$ cat config.mk
export PLATFORM = sky130hd
export DESIGN_NAME = additionneur_1bit_reg
export DESIGN_NICKNAME = d
export VERILOG_FILES = /design/src/rtl/additionneur_1bit_reg.sv
export SDC_FILE = /design/constraint.sdc
export NUM_CORES = 1
export LEC_CHECK = 0
export ABC_CLOCK_PERIOD_IN_PS = 1480
export BUFFER_PORTS_ARGS = -buffer_cell sky130_fd_sc_hd__buf_4
export CORE_AREA = 2 2 39 41
export CTS_CLUSTER_DIAMETER = 80
export DETAILED_ROUTE_END_ITERATION = 7
export DIE_AREA = 0 0 41 43
export PLACE_DENSITY = 0.4
export SKIP_LAST_GASP = 1
export SYNTH_ARGS = -nofsm -noshare
export SYNTH_HDL_FRONTEND = slang
export SYNTH_SLANG_ARGS = --single-unit
export TNS_END_PERCENT = 20
$ cat constraint.sdc
create_clock -name clk -period 1.48 [get_ports clk]
set_clock_uncertainty 0.1 [all_clocks]
set_input_delay 0.148 -clock clk [delete_from_list [all_inputs] [get_ports clk]]
set_output_delay 0.148 -clock clk [all_outputs]
set_load 0.01 [all_outputs]
$ cat src/rtl/additionneur_1bit_reg.sv
// 1-bit full adder with combinational sum/carry, optional registered copies,
// and a carry-feedback register for LSB-first bit-serial addition.
module additionneur_1bit_reg #(
   parameter bit REG_OUT    = 1'b1,
   parameter bit CARRY_INIT = 1'b0
) (
   input  logic clk,
   input  logic rst,
   input  logic a,
   input  logic b,
   input  logic rin,
   input  logic serial,
   input  logic en,
   input  logic clear,
   output logic s,
   output logic rout,
   output logic s_q,
   output logic rout_q,
   output logic carry_q
);

   logic cin;
   logic carry_d;

   // NOTE: every always_comb output gets a default before any condition, so no latch is inferred.
   always_comb begin
      cin     = serial ? carry_q : rin;
      s       = a ^ b ^ cin;
      rout    = (a & b) | (a & cin) | (b & cin);
      carry_d = carry_q;
      if (en) begin
         carry_d = clear ? CARRY_INIT : rout;
      end
   end

   // NOTE: sequential state uses non-blocking assignments so all flops update from pre-edge values.
   always_ff @(posedge clk or posedge rst) begin
      if (rst) begin
         carry_q <= CARRY_INIT;
      end else begin
         carry_q <= carry_d;
      end
   end

   generate
      if (REG_OUT) begin : g_reg_out
         logic s_d;
         logic rout_d;

         always_comb begin
            s_d    = s_q;
            rout_d = rout_q;
            if (en) begin
               s_d    = s;
               rout_d = rout;
            end
         end

         always_ff @(posedge clk or posedge rst) begin
            if (rst) begin
               s_q    <= 1'b0;
               rout_q <= 1'b0;
            end else begin
               s_q    <= s_d;
               rout_q <= rout_d;
            end
         end
      end else begin : g_no_reg_out
         assign s_q    = 1'b0;
         assign rout_q = 1'b0;
      end
   endgenerate

endmodule

==> results.sh, run 1 <==
export IMPL_outcome="finished with violations"
export IMPL_failed_checks="setup timing"
export IMPL_crit_required_ns=1.23
export IMPL_synth_seq_area_share=0.5085
export IMPL_syn_area_per_cell_um2=12.30
export IMPL_placed_area_um2=265.3
export IMPL_ys_types=8
export IMPL_ys_flop_type="dfrtp_1"
export IMPL_viasPerCell=3.319
export IMPL_hp_start="en"
export IMPL_drive_above_1_share=0.5806
export IMPL_row_count=14
export IMPL_grt_pass1_vias=176
export IMPL_root_buffer="clkbuf_4"
export IMPL_area_growth_pct=111.0
export IMPL_grt_max_degree=5
export IMPL_synth_seq_cells=3
export IMPL_finalSetupViolations=3
export IMPL_power_density_nw_per_um2=1115
export IMPL_port_buffers=12
export IMPL_max_freq_mhz=561.7
export IMPL_die_y_um=43
export IMPL_synth_commonest_cells="dfrtp_1, inv_1"
export IMPL_yosys_area_top_type_share=0.5085
export IMPL_grt_pass1_wl_um=676
export IMPL_syn_num_nets=21
export IMPL_timing_slew_headroom=0.9107
export IMPL_max_cap_viol_count=0
export IMPL_core_area_um2=1384
export IMPL_ios=13
export IMPL_drtPass1Iterations=3
export IMPL_postCtsSetupRepairBufs=0
export IMPL_reg2reg_slack_ns=-0.13
export IMPL_drtAntennaViolNets=0
export IMPL_rr_worst_depth=3
export IMPL_cts_buffer_depth=2
export IMPL_syn_area_um2=147.6
export IMPL_clk_latency_ns=0.23
export IMPL_end_kind="primary output"
export IMPL_r2r_end="s_q$_DFFE_PP0P_"
export IMPL_clock_sinks=3
export IMPL_vias=156
export IMPL_antenna_found_initial=0
export IMPL_finalCriticalPeriod_ns=1.780
export IMPL_cp_max_fo=2
export IMPL_min_delay_path_depth=2
export IMPL_fin_ws_ns=-0.3003
export IMPL_path_clk_slew_ns=0.04
export IMPL_dp_cells=41
export IMPL_cts_resized_gates=0
export IMPL_async_reset_ff_frac=1.000
export IMPL_rsz0062_at_grt="yes"
export IMPL_regToRegStartpoint="carry_q$_DFFE_PP0P_"
export IMPL_fin_cells=47
export IMPL_power_leakage_nw=0.1605
export IMPL_grt_ovfl_total=0
export IMPL_h_tree_depth=1
export IMPL_cp_start_kind="flop"
export IMPL_grt_usage=0.06559
export IMPL_finalNetCount=41
export IMPL_routabilityCongestion=0.6458
export IMPL_ys_top_cells_by_area="dfrtp_1, fa_1, mux2_4"
export IMPL_die_x_um=41
export IMPL_slew_viol_final=0
export IMPL_drtIter0Drc=3
export IMPL_final_period_utilization=1.203
export IMPL_num_antenna_cells=0
export IMPL_critPathKind="flop to primary output"
export IMPL_routedWlPerCell_um=9.702
export IMPL_hp_class="input pin to flop"
export IMPL_synth_largest_area_cell="dfrtp_1"
export IMPL_routed_wl_um=456
export IMPL_drc=0
export IMPL_synth_edf_count=0
export IMPL_holdPathEnd="carry_q$_DFFE_PP0P_"
export IMPL_peakVddDrop_v=0.0002899
export IMPL_cts_tree="built"
export IMPL_finalHoldViolations=0
export IMPL_start_util=0.1067
export IMPL_finish_instance_area_um2=311.5
export IMPL_worst_pin_slew_ns=0.1325
export IMPL_syn_inst=12
export IMPL_yosysWarnings=0
export IMPL_arrival_ns=1.53
export IMPL_cts_buffers=3
export IMPL_fp_dieArea_um2=1763
[power breakdown]
| part | switching, mW | leakage, nW | total [mW] | internal [mW] |
|---|---|---|---|---|
| Combinational | 0.0397 | 0.108 | 0.102 | 0.0624 |
| Sequential | 0.00728 | 0.0371 | 0.103 | 0.0953 |
| Clock | 0.0417 | 0.0150 | 0.143 | 0.101 |
| Total | 0.0887 | 0.161 | 0.347 | 0.259 |
[repair_timing]
action                     in CTS  in global routing
setup endpoints to repair       3                  5
hold endpoints to repair        4                  0
hold buffers                    2                  0
[how the worst max path moves through the flow]
| stage | start | endpoint |
|---|---|---|
| 6_report | carry_q$_DFFE_PP0P_ | s |
| 5_1_grt | carry_q$_DFFE_PP0P_ | s |
| 4_1_cts | carry_q$_DFFE_PP0P_ | s |
| 3_5_place_dp | carry_q$_DFFE_PP0P_ | s_q$_DFFE_PP0P_ |
| 3_3_place_gp | carry_q$_DFFE_PP0P_ | s_q$_DFFE_PP0P_ |
| 2_1_floorplan | carry_q$_DFFE_PP0P_ | s_q$_DFFE_PP0P_ |
[per-stage QoR]
stage | worst slack (ns) | hold slack (ns) | power (mW) | util | TNS, ns
6_report | -0.3003 | 0.05586 | 0.3474 | 0.2251 | -0.6046
4_1_cts | -0.3074 | 0.04393 | 0.3578 | 0.2251 | -0.6307
2_1_floorplan | -0.1914 | -0.1984 | 0.1434 | - | -0.2140
3_5_place_dp | -0.1255 | -0.07080 | 0.2020 | 0.1917 | -0.1796
5_1_grt | -0.3440 | 0.06409 | 0.3717 | 0.2251 | -0.7784
3_3_place_gp | -0.09940 | -0.07830 | 0.1983 | 0.1917 | -0.1332
[registers in the layout, summed over array words and instances (netlist names)]
name	flops
rout_q	1
carry_q	1
s_q	1
[layout make-up]
type | count | area, um2
multi-input combinational | 6 | 61.31
timing repair buffer | 15 | 117.6
clock buffer | 4 | 26.28
tap | 16 | 20.02
fill | 154 | 1072
sequential | 3 | 75.07
inverter | 3 | 11.26
[layer usage]
layer | track usage | vias up | routed length, um
met5 | 0 | - | 0
met4 | 0.08000 | 0 | 0
met3 | 0.03665 | 0 | 80
met2 | 0.07188 | 13 | 181
met1 | 0.07516 | 67 | 194
li1 | - | 76 | -
[cell usage in the layout, fill, tap and decap left out]
cell type | synthesis | layout
buf_4 | 0 | 13
inv_1 | 3 | 3
dfrtp_1 | 3 | 3
clkbuf_4 | 0 | 3
dlygate4sd3_1 | 0 | 2
mux2_4 | 1 | 1
nand2_1 | 1 | 1
o22ai_1 | 1 | 1
o21ai_0 | 1 | 1
mux2_2 | 1 | 1
fa_1 | 1 | 1
clkbuf_1 | 0 | 1
[cells by family (layout without fill, tap and decap cells)]
logic type	Yosys count	count (layout)	share of synthesized area
simple gates	1	1	0.02540
fa+ha+maj	1	1	0.1356
flops	3	3	0.5085
buf+inv	3	22	0.07627
mux	2	2	0.1779
compound gates	2	2	0.07627
[critical path, stage by stage (launching register included)]
cell	delay, ns
dfrtp_1	0.36
mux2_2	0.28
fa_1	0.53
buf_4	0.13
Note: power is estimated with default switching activity, not from simulation.
==> inputs of run 2 (changes only) <==
--- a/config.mk
+++ b/config.mk
@@ -12,5 +12,4 @@
 export DETAILED_ROUTE_END_ITERATION = 7
 export DIE_AREA = 0 0 41 43
-export PLACE_DENSITY = 0.4
 export SKIP_LAST_GASP = 1
 export SYNTH_ARGS = -nofsm -noshare
--- a/constraint.sdc
+++ b/constraint.sdc
@@ -3,3 +3,3 @@
 set_input_delay 0.148 -clock clk [delete_from_list [all_inputs] [get_ports clk]]
 set_output_delay 0.148 -clock clk [all_outputs]
-set_load 0.01 [all_outputs]
+set_load 0.1 [all_outputs]
==> results.sh, run 2 (synthesis gave the netlist of run 1 again) <==
export IMPL_fin_cells=47
export IMPL_max_cap_viol_count=0
export IMPL_routedWlPerCell_um=8.340
export IMPL_area_growth_pct=126.3
export IMPL_cp_max_fo=2
export IMPL_power_leakage_nw=0.1665
export IMPL_max_freq_mhz=512.0
export IMPL_die_y_um=43
export IMPL_top_regs="carry_q: 1 flops, rout_q: 1 flops, s_q: 1 flops"
export IMPL_drive_above_1_share=0.6452
export IMPL_final_common_cell="buf_4"
export IMPL_viasPerCell=3.404
export IMPL_grt_max_degree=5
export IMPL_start_util=0.1067
export IMPL_finalHoldViolations=0
export IMPL_layout_common_cells="buf_4, inv_1, clkbuf_4"
export IMPL_dp_worst_setup_slack_ns=-0.3334
export IMPL_power_mw=0.5148
export IMPL_power_density_nw_per_um2=1541
export IMPL_clock_sinks=3
export IMPL_cp_start_kind="flop"
export IMPL_final_seq_area_um2=78.83
export IMPL_drtIter0Drc=4
export IMPL_cts_tree="built"
export IMPL_fp_dieArea_um2=1763
export IMPL_die_x_um=41
export IMPL_h_tree_depth=1
export IMPL_vias=160
export IMPL_root_buffer="clkbuf_4"
export IMPL_worst_pin_slew_ns=0.2792
export IMPL_grt_pass1_vias=165
export IMPL_grt_ovfl_total=0
export IMPL_highest_layer="met3"
export IMPL_slew_viol_final=0
export IMPL_end_kind="primary output"
export IMPL_drtAntennaViolNets=0
export IMPL_row_count=14
export IMPL_drc=0
export IMPL_multiInputGateArea_um2=67.56
export IMPL_grt_usage=0.05226
export IMPL_clk_latency_ns=0.23
export IMPL_wl_met2_um=222
export IMPL_path_clk_slew_ns=0.03
export IMPL_finalSetupViolations=3
export IMPL_rsz0062_at_grt="yes"
export IMPL_dr_wl_met3_um=44
export IMPL_timing_slew_headroom=0.8154
export IMPL_fillers=157
export IMPL_routabilityCongestion=0.5132
export IMPL_m1WireLength_um=125
export IMPL_critPathKind="flop to primary output"
export IMPL_num_antenna_cells=0
export IMPL_cts_buffers=3
export IMPL_final_period_utilization=1.320
export IMPL_antenna_found_initial=0
export IMPL_ios=13
export IMPL_arrival_ns=1.71
export IMPL_finalCriticalPeriod_ns=1.953
export IMPL_outcome="finished with violations"
export IMPL_peakVddDrop_v=0.0003851
export IMPL_port_buffers=12
export IMPL_hp_class="input pin to flop"
export IMPL_routed_wl_um=392
export IMPL_fin_ws_ns=-0.4732
export IMPL_dp_cells=41
export IMPL_cts_buffer_depth=2
export IMPL_core_area_um2=1384
export IMPL_timing_setup_tns_ns=-0.9826
export IMPL_crit_required_ns=1.23
export IMPL_drtPass1Iterations=2
export IMPL_finalNetCount=41
export IMPL_postCtsSetupRepairBufs=0
export IMPL_failed_checks="setup timing"
export IMPL_grt_pass1_wl_um=510
-- run 2: report_power, final --
group	internal, mW	switching, mW
combinational	0.0821	0.190
sequential	0.0969	0.00630
clock	0.101	0.0389
-- run 2: worst max-delay path, stage by stage, from the launching register on --
cell	delay, ns
dfrtp_4	0.46
mux2_4	0.27
fa_2	0.57
buf_12	0.18
-- run 2: worst paths after layout --
kind                                     startpoint                  end  slack [ns]  depth (start not counted)
worst max-delay path            carry_q$_DFFE_PP0P_                    s       -0.47                          3
worst min-delay path                             en  carry_q$_DFFE_PP0P_        0.05                          2
worst max register to register  carry_q$_DFFE_PP0P_      s_q$_DFFE_PP0P_       -0.20                          3
worst min register to register      s_q$_DFFE_PP0P_      s_q$_DFFE_PP0P_        0.41                          1
max in group asynchronous                       rst  carry_q$_DFFE_PP0P_        0.89                          3
min in group asynchronous                       rst  carry_q$_DFFE_PP0P_        0.24                          3
-- run 2: per-stage QoR --
stage                 util  area [um2]  hold slack, ns
floorplan                -       157.7         -0.1983
global route        0.2414       334.1         0.04792
global placement    0.1989       275.3        -0.06815
finish              0.2414       334.1         0.04608
CTS                 0.2414       334.1         0.03640
detailed placement  0.1989       275.3        -0.06897
-- run 2: metal layers --
metal	global-route usage	up-vias
met5	0	-
met4	0.06000	0
met3	0.04712	0
met2	0.08125	8
met1	0.02581	77
li1	-	75
-- run 2: final cells by class --
cell class,count,area share
sequential,3,0.2360
multi-input combinational,6,0.2022
timing repair buffer,15,0.3895
inverter,3,0.03371
tap,16,0.05993
clock buffer,4,0.07865
-- run 2: what timing repair did --
| item | 4_1_cts | 5_1_grt |
|---|---|---|
| resized for setup | 3 | 0 |
| pin swaps | 1 | 0 |
| hold endpoints to repair | 4 | 0 |
| hold buffers | 2 | 0 |
| endpoints found under the setup margin | 4 | 5 |
==> inputs of run 3 (changes only) <==
Settings changed: PLACE_DENSITY set to 0.37.
==> results.sh, run 3 (synthesis gave the netlist of run 1 again) <==
export IMPL_fp_dieArea_um2=1763
export IMPL_reg2reg_slack_ns=-0.20
export IMPL_crit_slowest_cell="fa_2"
export IMPL_grt_pass1_wl_um=600
export IMPL_failed_checks="setup timing"
export IMPL_slew_viol_final=0
export IMPL_grt_max_degree=5
export IMPL_routed_wl_um=428
export IMPL_antenna_found_initial=0
export IMPL_ios=13
export IMPL_worst_pin_slew_ns=0.2820
export IMPL_dp_worst_setup_slack_ns=-0.3439
export IMPL_cp_max_fo=2
export IMPL_worst_hold_slack_ns=0.01269
export IMPL_max_cap_viol_count=0
export IMPL_drtIter0Drc=2
export IMPL_finalCriticalPeriod_ns=1.956
export IMPL_worstPathBufferInverterCount=1
export IMPL_finalSetupViolations=3
export IMPL_clk_latency_ns=0.23
export IMPL_start_util=0.1067
export IMPL_drc=0
export IMPL_drtAntennaViolNets=0
export IMPL_crit_required_ns=1.23
export IMPL_final_common_cell="buf_4"
export IMPL_port_buffers=12
export IMPL_power_density_nw_per_um2=1585
export IMPL_die_x_um=41
export IMPL_drtPass1Iterations=2
export IMPL_viasPerCell=3.261
export IMPL_outcome="finished with violations"
export IMPL_hp_class="input pin to flop"
export IMPL_finalHoldViolations=0
export IMPL_clock_sinks=3
export IMPL_max_freq_mhz=511.2
export IMPL_path_clk_slew_ns=0.03
export IMPL_critPathKind="flop to primary output"
export IMPL_die_y_um=43
export IMPL_num_antenna_cells=0
export IMPL_cts_tree="built"
export IMPL_arrival_ns=1.71
export IMPL_path_delay_family="adder cells"
export IMPL_timing_slew_headroom=0.8135
export IMPL_drive_above_1_share=0.6667
export IMPL_crit_path_max_incr_delay_ns=0.57
export IMPL_cts_buffers=3
export IMPL_routedWlPerCell_um=9.304
export IMPL_fin_ws_ns=-0.4763
export IMPL_peakVddDrop_v=0.0003974
export IMPL_rsz0062_at_grt="yes"
export IMPL_core_area_um2=1384
export IMPL_end_kind="primary output"
export IMPL_final_period_utilization=1.322
export IMPL_top_regs="carry_q: 1 flops, rout_q: 1 flops, s_q: 1 flops"
export IMPL_root_buffer="clkbuf_4"
export IMPL_h_tree_depth=1
export IMPL_grt_ovfl_total=0
export IMPL_vias=150
export IMPL_cp_start_kind="flop"
export IMPL_cts_buffer_depth=2
export IMPL_routabilityCongestion=0.5418
export IMPL_grt_usage=0.06325
export IMPL_row_count=14
export IMPL_finalNetCount=40
export IMPL_area_growth_pct=119.5
export IMPL_crit_chain="mux2_4, fa_2, buf_12"
export IMPL_place_hpwl_um=372.8
export IMPL_power_leakage_nw=0.1623
export IMPL_layout_common_cells="buf_4, inv_1, clkbuf_4, mux2_4, dfrtp_1"
export IMPL_grt_pass1_vias=169
==> run 3: area by class of cell <==
| cell class | instances | area, um2 |
|---|---|---|
| Clock buffer | 4 | 26.28 |
| Timing Repair Buffer | 14 | 120.1 |
| Sequential cell | 3 | 78.83 |
| Fill cell | 160 | 1060 |
| Inverter | 3 | 11.26 |
| Tap cell | 16 | 20.02 |
| Multi-Input combinational cell | 6 | 67.56 |
==> run 3: path summary, 6_finish.rpt <==
kind	startpoint	to	cells past startpoint
max	carry_q$_DFFE_PP0P_	s	3
min	clear	carry_q$_DFFE_PP0P_	2
max reg2reg	carry_q$_DFFE_PP0P_	s_q$_DFFE_PP0P_	3
min reg2reg	s_q$_DFFE_PP0P_	s_q$_DFFE_PP0P_	1
max in group asynchronous	rst	carry_q$_DFFE_PP0P_	3
min in group asynchronous	rst	rout_q$_DFFE_PP0P_	3
==> run 3: stage by stage <==
step                      total power, mW  instance area (um2)  TNS (ns)  std cells  utilization
final                              0.5138                324.1   -0.9948         46       0.2342
after floorplan                    0.3020                157.7    -2.601         12            -
after global placement             0.3549                275.3   -0.6132         41       0.1989
after global routing               0.5431                324.1    -1.158         46       0.2342
after CTS                          0.5252                324.1    -1.039         46       0.2342
after detailed placement           0.3569                275.3   -0.6565         41       0.1989
==> run 3: what timing repair did <==
item	4_1_cts	5_1_grt
hold buffers	1	0
gates resized for setup	3	0
endpoints found under the hold margin	3	0
endpoints found under the setup margin	4	5
pin swaps	1	0
buffers inserted	0	0
==> run 3: worst register-to-register path: cells and delay by family (launching register included) <==
kind | cells | cell delay [ns]
flops | 1 | 0.46
mux | 2 | 0.55
fa+ha+maj | 1 | 0.46
==> run 3: power by group <==
group          total (mW)  leakage [nW]  internal (mW)  switching, mW
clock               0.140        0.0150          0.101         0.0389
combinational       0.271         0.112         0.0806          0.191
sequential          0.103        0.0355         0.0969        0.00591
total               0.514         0.162          0.278          0.235
==> run 3: metal layers <==
metal,global-route usage,vias to the layer above,part of all wire
li1,-,73,-
met1,0.04823,64,0.36
met2,0.08438,13,0.42
met3,0.04712,0,0.22
met4,0.08000,0,0
met5,0,-,0
